`config.mk`:
```
export PLATFORM = sky130hd
export DESIGN_NAME = prog_lut_mux
export DESIGN_NICKNAME = d
export VERILOG_FILES = /design/src/rtl/prog_lut_pkg.sv /design/src/rtl/lut_mux_tree.sv /design/src/rtl/prog_lut_mux.sv
export SDC_FILE = /design/constraint.sdc
export NUM_CORES = 1
export LEC_CHECK = 0
export ABC_AREA = 1
export CORE_MARGIN = 4
export CORE_UTILIZATION = 62
export DETAILED_ROUTE_END_ITERATION = 10
export DONT_BUFFER_PORTS = 1
export PLACE_DENSITY = 0.78
export SETUP_SLACK_MARGIN = 0.4
export SYNTH_ARGS = -nofsm -noshare
export SYNTH_HDL_FRONTEND = slang
export SYNTH_HIERARCHICAL = 1
export SYNTH_SLANG_ARGS = --single-unit
```
`constraint.sdc`:
```
create_clock -name clk -period 2.3 [get_ports clk]
set_input_delay 0.115 -clock clk [delete_from_list [all_inputs] [get_ports clk]]
set_output_delay 0.115 -clock clk [all_outputs]
set_load 0.01 [all_outputs]
```
`src/rtl/prog_lut_pkg.sv`:
```
// Shared definitions for the programmable look-up-table multiplexer.
// Holds the default number of function inputs, the truth-table depth
// derivation and the controller state encoding used by prog_lut_mux.
package prog_lut_pkg;

  localparam int N_IN_DEFAULT = 4;

  // Truth-table depth in bits for a function of n_in inputs (2**n_in).
  function automatic int tbl_w(input int n_in);
    return 1 << n_in;
  endfunction

  typedef enum logic [1:0] {
    IDLE  = 2'd0,
    LOAD  = 2'd1,
    SWEEP = 2'd2
  } lut_state_e;

endpackage

```
`src/rtl/lut_mux_tree.sv`:
```
// Combinational 2**SEL_W : 1 multiplexer that picks one truth-table bit.
// Ports:
//   lut_bits - full truth table, entry 0 in bit 0
//   sel      - entry index
//   bit_out  - selected entry
module lut_mux_tree #(
  parameter int SEL_W = 4,
  localparam int DEPTH = 1 << SEL_W
) (
  input  logic [DEPTH-1:0] lut_bits,
  input  logic [SEL_W-1:0] sel,
  output logic             bit_out
);

  assign bit_out = lut_bits[sel];

endmodule

```
`src/rtl/prog_lut_mux.sv`:
```
// Programmable N_IN-input boolean function built from a serially loaded
// truth table. A new table is shifted into a shadow register and only
// copied into the active table once complete, so evaluation never sees a
// half-written table. The active table can be evaluated for an external
// vector x, or swept exhaustively over all inputs.
// Ports:
//   clk, rst_n                     - clock, async active-low reset
//   cfg_start/cfg_valid/cfg_bit    - table load request and serial data
//   cfg_ready/cfg_done/loaded      - load handshake, commit pulse, table held
//   x/x_valid                      - single evaluation request
//   sweep_start/sweep_busy/done    - exhaustive sweep control and status
//   f/f_x/f_valid                  - registered result and its input vector
module prog_lut_mux
  import prog_lut_pkg::*;
#(
  parameter int N_IN = N_IN_DEFAULT,
  localparam int TBL_W = tbl_w(N_IN)
) (
  input  logic            clk,
  input  logic            rst_n,
  input  logic            cfg_start,
  input  logic            cfg_valid,
  input  logic            cfg_bit,
  output logic            cfg_ready,
  output logic            cfg_done,
  output logic            loaded,
  input  logic [N_IN-1:0] x,
  input  logic            x_valid,
  input  logic            sweep_start,
  output logic            sweep_busy,
  output logic            sweep_done,
  output logic            f,
  output logic [N_IN-1:0] f_x,
  output logic            f_valid
);

  localparam int CNT_W = N_IN + 1;
  localparam logic [N_IN-1:0]  BIT_LAST   = N_IN'(TBL_W - 1);
  localparam logic [CNT_W-1:0] SWEEP_LAST = CNT_W'(TBL_W - 1);

  lut_state_e       state_q, state_d;
  logic [N_IN-1:0]  bit_cnt_q;
  logic [CNT_W-1:0] sweep_cnt_q;
  logic [TBL_W-1:0] shadow_q, shadow_d;
  logic [TBL_W-1:0] table_q;
  logic             loaded_q;

  logic             accept;
  logic             last_bit;
  logic             start_load;
  logic             start_sweep;
  logic             eval_req;
  logic             sweep_issue;
  logic             sweep_last;
  logic [N_IN-1:0]  mux_sel;
  logic             mux_bit;

  assign cfg_ready  = (state_q == LOAD);
  assign sweep_busy = (state_q == SWEEP);
  assign loaded     = loaded_q;

  // Request decode. cfg_start has priority over sweep_start in IDLE, and
  // evaluation is only honoured in IDLE with a committed table. The shared
  // multiplexer select comes from the sweep counter during a sweep and from
  // x otherwise. shadow_d folds the incoming bit in, so the commit on the
  // last bit copies the complete table in one step.
  always_comb begin
    accept      = (state_q == LOAD) && cfg_valid;
    last_bit    = accept && (bit_cnt_q == BIT_LAST);
    start_load  = (state_q == IDLE) && cfg_start;
    start_sweep = (state_q == IDLE) && !cfg_start && sweep_start && loaded_q;
    eval_req    = (state_q == IDLE) && x_valid && loaded_q;
    sweep_issue = (state_q == SWEEP);
    sweep_last  = sweep_issue && (sweep_cnt_q == SWEEP_LAST);
    mux_sel     = sweep_issue ? sweep_cnt_q[N_IN-1:0] : x;
    shadow_d    = shadow_q;
    if (accept) begin
      shadow_d[bit_cnt_q] = cfg_bit;
    end
  end

  // Next-state logic. LOAD waits indefinitely for cfg_valid and leaves on
  // acceptance of the final bit; SWEEP leaves after issuing the last index.
  always_comb begin
    state_d = state_q;
    unique case (state_q)
      IDLE: begin
        if (start_load) begin
          state_d = LOAD;
        end else if (start_sweep) begin
          state_d = SWEEP;
        end
      end
      LOAD: begin
        if (last_bit) begin
          state_d = IDLE;
        end
      end
      SWEEP: begin
        if (sweep_last) begin
          state_d = IDLE;
        end
      end
      default: state_d = IDLE;
    endcase
  end

  // Controller state register.
  always_ff @(posedge clk or negedge rst_n) begin
    if (!rst_n) begin
      state_q <= IDLE;
    end else begin
      state_q <= state_d;
    end
  end

  // Counters, table storage and result registers. The sweep counter is one
  // bit wider than an index so the last-index compare never depends on
  // wrap-around. f and f_x hold their value whenever no result is produced.
  always_ff @(posedge clk or negedge rst_n) begin
    if (!rst_n) begin
      bit_cnt_q   <= '0;
      sweep_cnt_q <= '0;
      shadow_q    <= '0;
      table_q     <= '0;
      loaded_q    <= 1'b0;
      cfg_done    <= 1'b0;
      sweep_done  <= 1'b0;
      f           <= 1'b0;
      f_x         <= '0;
      f_valid     <= 1'b0;
    end else begin
      if (start_load) begin
        bit_cnt_q <= '0;
      end else if (accept) begin
        bit_cnt_q <= bit_cnt_q + 1'b1;
      end

      if (start_sweep) begin
        sweep_cnt_q <= '0;
      end else if (sweep_issue) begin
        sweep_cnt_q <= sweep_cnt_q + 1'b1;
      end

      shadow_q <= shadow_d;
      if (last_bit) begin
        table_q  <= shadow_d;
        loaded_q <= 1'b1;
      end

      cfg_done   <= last_bit;
      sweep_done <= sweep_last;
      f_valid    <= eval_req || sweep_issue;
      if (eval_req || sweep_issue) begin
        f   <= mux_bit;
        f_x <= mux_sel;
      end
    end
  end

  lut_mux_tree #(
    .SEL_W (N_IN)
  ) u_mux (
    .lut_bits (table_q),
    .sel      (mux_sel),
    .bit_out  (mux_bit)
  );

endmodule

```
==> metrics.md <==
| Metric | Value |
|---|---|
| Total die area | `5370 um2` |
| Layout cells sized above 1 | `12.5%` |
| Synth unique cells | `26` |
| DR WL/cell | `14.9 um` |
| Setup violations, final | `0` |
| Worst slew pin tran | `796 ps` |
| Ys Warns | `6` |
| Worst EP arrival | `1940 ps` |
| Number of port buffers | `0` |
| Maximum clock rate | `560 MHz` |
| Pin count of the biggest net entering global routing | `52` |
| Clock-pin slew on the worst setup and hold paths | `90 ps` |
| R2R Path Start | `state_q[1]` |
| ANT nets after route | `0` |
| HP Class | `input port to register` |
| Fin. max-slew vios | `0` |
| Number of global-route vias before repair | `2,026` |
| DRT iter0 DRCs | `159` |
| Yosys reg bits | `51` |
| H-tree level count | `2` |
| Top Ports | `22` |
| Req. time, crit path | `2460 ps` |
| CP Launch Type | `register` |
| Maxcap violations | `0` |
| CTS tree | `yes` |
| Via Count | `2,145` |
| Initial Util | `65.2%` |
| Latest clock arrival within the worst-skew pair | `300 ps` |
| Yosys top cell area share | `48.3%` |
| Placed Area | `2650 um2` |
| CTS sink count | `51` |
| DR vias/cell | `5.54` |
| Fin Setup TNS | `0 ps` |
| FILL cells | `307` |
| Netlist Area Pre-Place | `2640 um2` |
| Clock root cell | `clkbuf_8` |
| Final wirelength | `5750 um` |
| Routability congestion estimate | `0.862` |
| Tmin final | `1790 ps` |
| Crit-path max FO | `6` |
| CP Capture Point | `f` |
| Synth area leader | `dfrtp_1` |
| Setup crit start | `state_q[1]` |
| Final Hold Violating Endpoints | `0` |
| Synth area leaders | `dfrtp_1 (48%), nand2_1 (13%), nand3_1 (7.6%), inv_1 (5.7%), o21bai_1 (3.4%)` |
| Worst R2R Path Depth | `12` |
| Final Instance Area | `2940 um2` |
| CTS Buffer Depth | `2` |
| Initial antenna violation count | `0` |
| Total CTS buffers | `5` |
| Synthesized area per cell | `8.08 um2` |
| Area Growth Syn to Fin | `11.1%` |
| Clock skew | `6.70 ps` |
| Crit. End Element | `register` |
| DRC Markers | `0` |
| Outcome | `completed` |
| Initial DRT Pass Iterations | `4` |
| DP HPWL | `3890 um` |
| Period utilisation layout | `77.6%` |
| R2r endpoint | `f` |
| Hold slack | `56.2 ps` |
| CORE AREA | `4060 um2` |
| Max VDD drop | `0.000654 V` |
| Total inserted antenna cells | `0` |
| First-pass GRT wire length | `9180 um` |
| WS Path Type | `register to register` |
| Die W | `73.3 um` |
| RSZ-0062 raised after global routing | `yes` |
| Leak Pwr | `1.49 nW` |
| Syn_nets | `344` |
| # rows | `23` |
| Global route total overflow | `0` |
| Gr usage total | `22.1%` |
| Normalized max-slew margin | `46.9%` |
| Post-Syn Instances | `327` |
| Die Y | `73.3 um` |
| Reg2reg setup slack | `510 ps` |
| Power per cell area | `1030 nW/um2` |
| NumNets Final | `353` |
| Seq/Total Area, Yosys | `48.3%` |
## registers in the layout, indices dropped and copies added (netlist names)
signal,cells
table_q,16
cfg_done,1
bit_cnt_q,4
f_valid,1
f,1
shadow_q,15
state_q,2
f_x,4
sweep_done,1
loaded,1
sweep_cnt_q,5
## synth_stat cells
library cell and number:
nand2_1 94, dfrtp_1 51, inv_1 40, nand3_1 40
nor2_1 17, o21ai_0 15, and2_1 12, o21bai_1 12
nand4_1 7, ha_1 6, inv_2 5, nand2_2 5
buf_2 3, buf_6 3, nor3_1 3, a21oi_1 2
buf_4 2, nor2_2 2, a31oi_1 1, clkbuf_1 1
inv_8 1, nand3_2 1, nand4_4 1, nor2_4 1
nor2_8 1, or2_2 1
## power by group
group	leakage, nW	total [mW]	internal [mW]	switching, mW
logic	0.776	0.928	0.358	0.570
registers	0.649	1.36	1.16	0.202
clock network	0.0654	0.731	0.435	0.296
total	1.49	3.02	1.96	1.07
## area by class of cell
class                   instances  area, um2  area share, %
multi-input cells             222       1180           40.2
well taps                      50       62.6           2.13
repair buffers                 10       97.6           3.32
flip-flops and latches         51       1280           43.4
clock buffers                   6       72.6           2.47
inverters                      46        188           6.39
clock inverters                 2       60.1           2.04
## metal layers
| metal | wire [um] | GRT usage [%] | vias to the layer above |
|---|---|---|---|
| met1 | 2620 | 29.8 | 1031 |
| met4 | 56 | 6.04 | 0 |
| met3 | 267 | 5.75 | 6 |
| met5 | 0 | 0 | - |
| met2 | 2800 | 35.6 | 55 |
| li1 | - | - | 1053 |
## through the flow
| step | util [%] | power [mW] | worst slack, ps | cells |
|---|---|---|---|---|
| 6_report | 72.4 | 3.02 | 515 | 387 |
| 5_1_grt | 72.4 | 3.22 | 318 | 387 |
| 4_1_cts | 69.9 | 3.01 | 467 | 381 |
| 3_5_place_dp | 65.4 | 2.26 | 368 | 370 |
| 3_3_place_gp | 65.4 | 2.21 | 435 | 370 |
| 2_1_floorplan | - | 2.05 | 485 | 327 |
## worst min-delay path by stage
| stage | startpoint | endpoint | slack, ps | cells after the start |
|---|---|---|---|---|
| after floorplan | rst_n | bit_cnt_q[0] | -180 | 0 |
| after global placement | rst_n | shadow_q[9] | -180 | 0 |
| after detailed placement | rst_n | shadow_q[5] | -180 | 0 |
| after CTS | x[0] | f_x[0] | 10 | 2 |
| after global routing | cfg_start | state_q[0] | 50 | 2 |
| final | cfg_start | state_q[0] | 60 | 2 |
## what timing repair did
item | CTS | global route
setup endpoints to repair | 1 | 1
gates resized for setup | 1 | 17
pin swaps | 0 | 4
setup buffers | 0 | 5
gates cloned | 0 | 1
hold buffers | 3 | 0
hold endpoints to repair | 52 | 0
## worst max-delay path, cell delays in order, from the launching register on
cell	delay (ps)
dfrtp_1	410
inv_4	60
nor2_4	230
clkinv_4	140
clkbuf_2	160
nand2_1	90
o21ai_2	100
inv_1	90
nand3_1	100
nand3_2	70
nand2_1	50
nand2_1	60
o21ai_0	80
## cell usage in the layout (no fill, tap or decap), types with 2 or more instances in the layout
cell type | netlist | routed
inv_1 | 40 | 40
o21ai_0 | 15 | 13
nand3_2 | 1 | 3
o21bai_1 | 12 | 12
nand2_1 | 94 | 90
inv_2 | 5 | 3
nor2_1 | 17 | 17
nor3_1 | 3 | 3
nand3_1 | 40 | 38
ha_1 | 6 | 6
bufinv_16 | 0 | 2
nand4_1 | 7 | 7
nand2_8 | 0 | 2
and2_1 | 12 | 12
nor2_2 | 2 | 2
dlygate4sd3_1 | 0 | 2
o21ai_2 | 0 | 2
buf_4 | 2 | 6
dfrtp_1 | 51 | 51
nand2_2 | 5 | 8
a21oi_1 | 2 | 2
clkbuf_8 | 0 | 5
## cell families (layout without fill, tap and decap cells)
logic type / after synthesis / in the layout / share of synthesized area [%]
flops: 51 / 51 / 48.3
buf+inv: 55 / 64 / 9.37
simple gates: 185 / 186 / 32.7
compound gates: 30 / 30 / 6.86
fa+ha+maj: 6 / 6 / 2.84
Note: power is estimated with default switching activity, not from simulation.
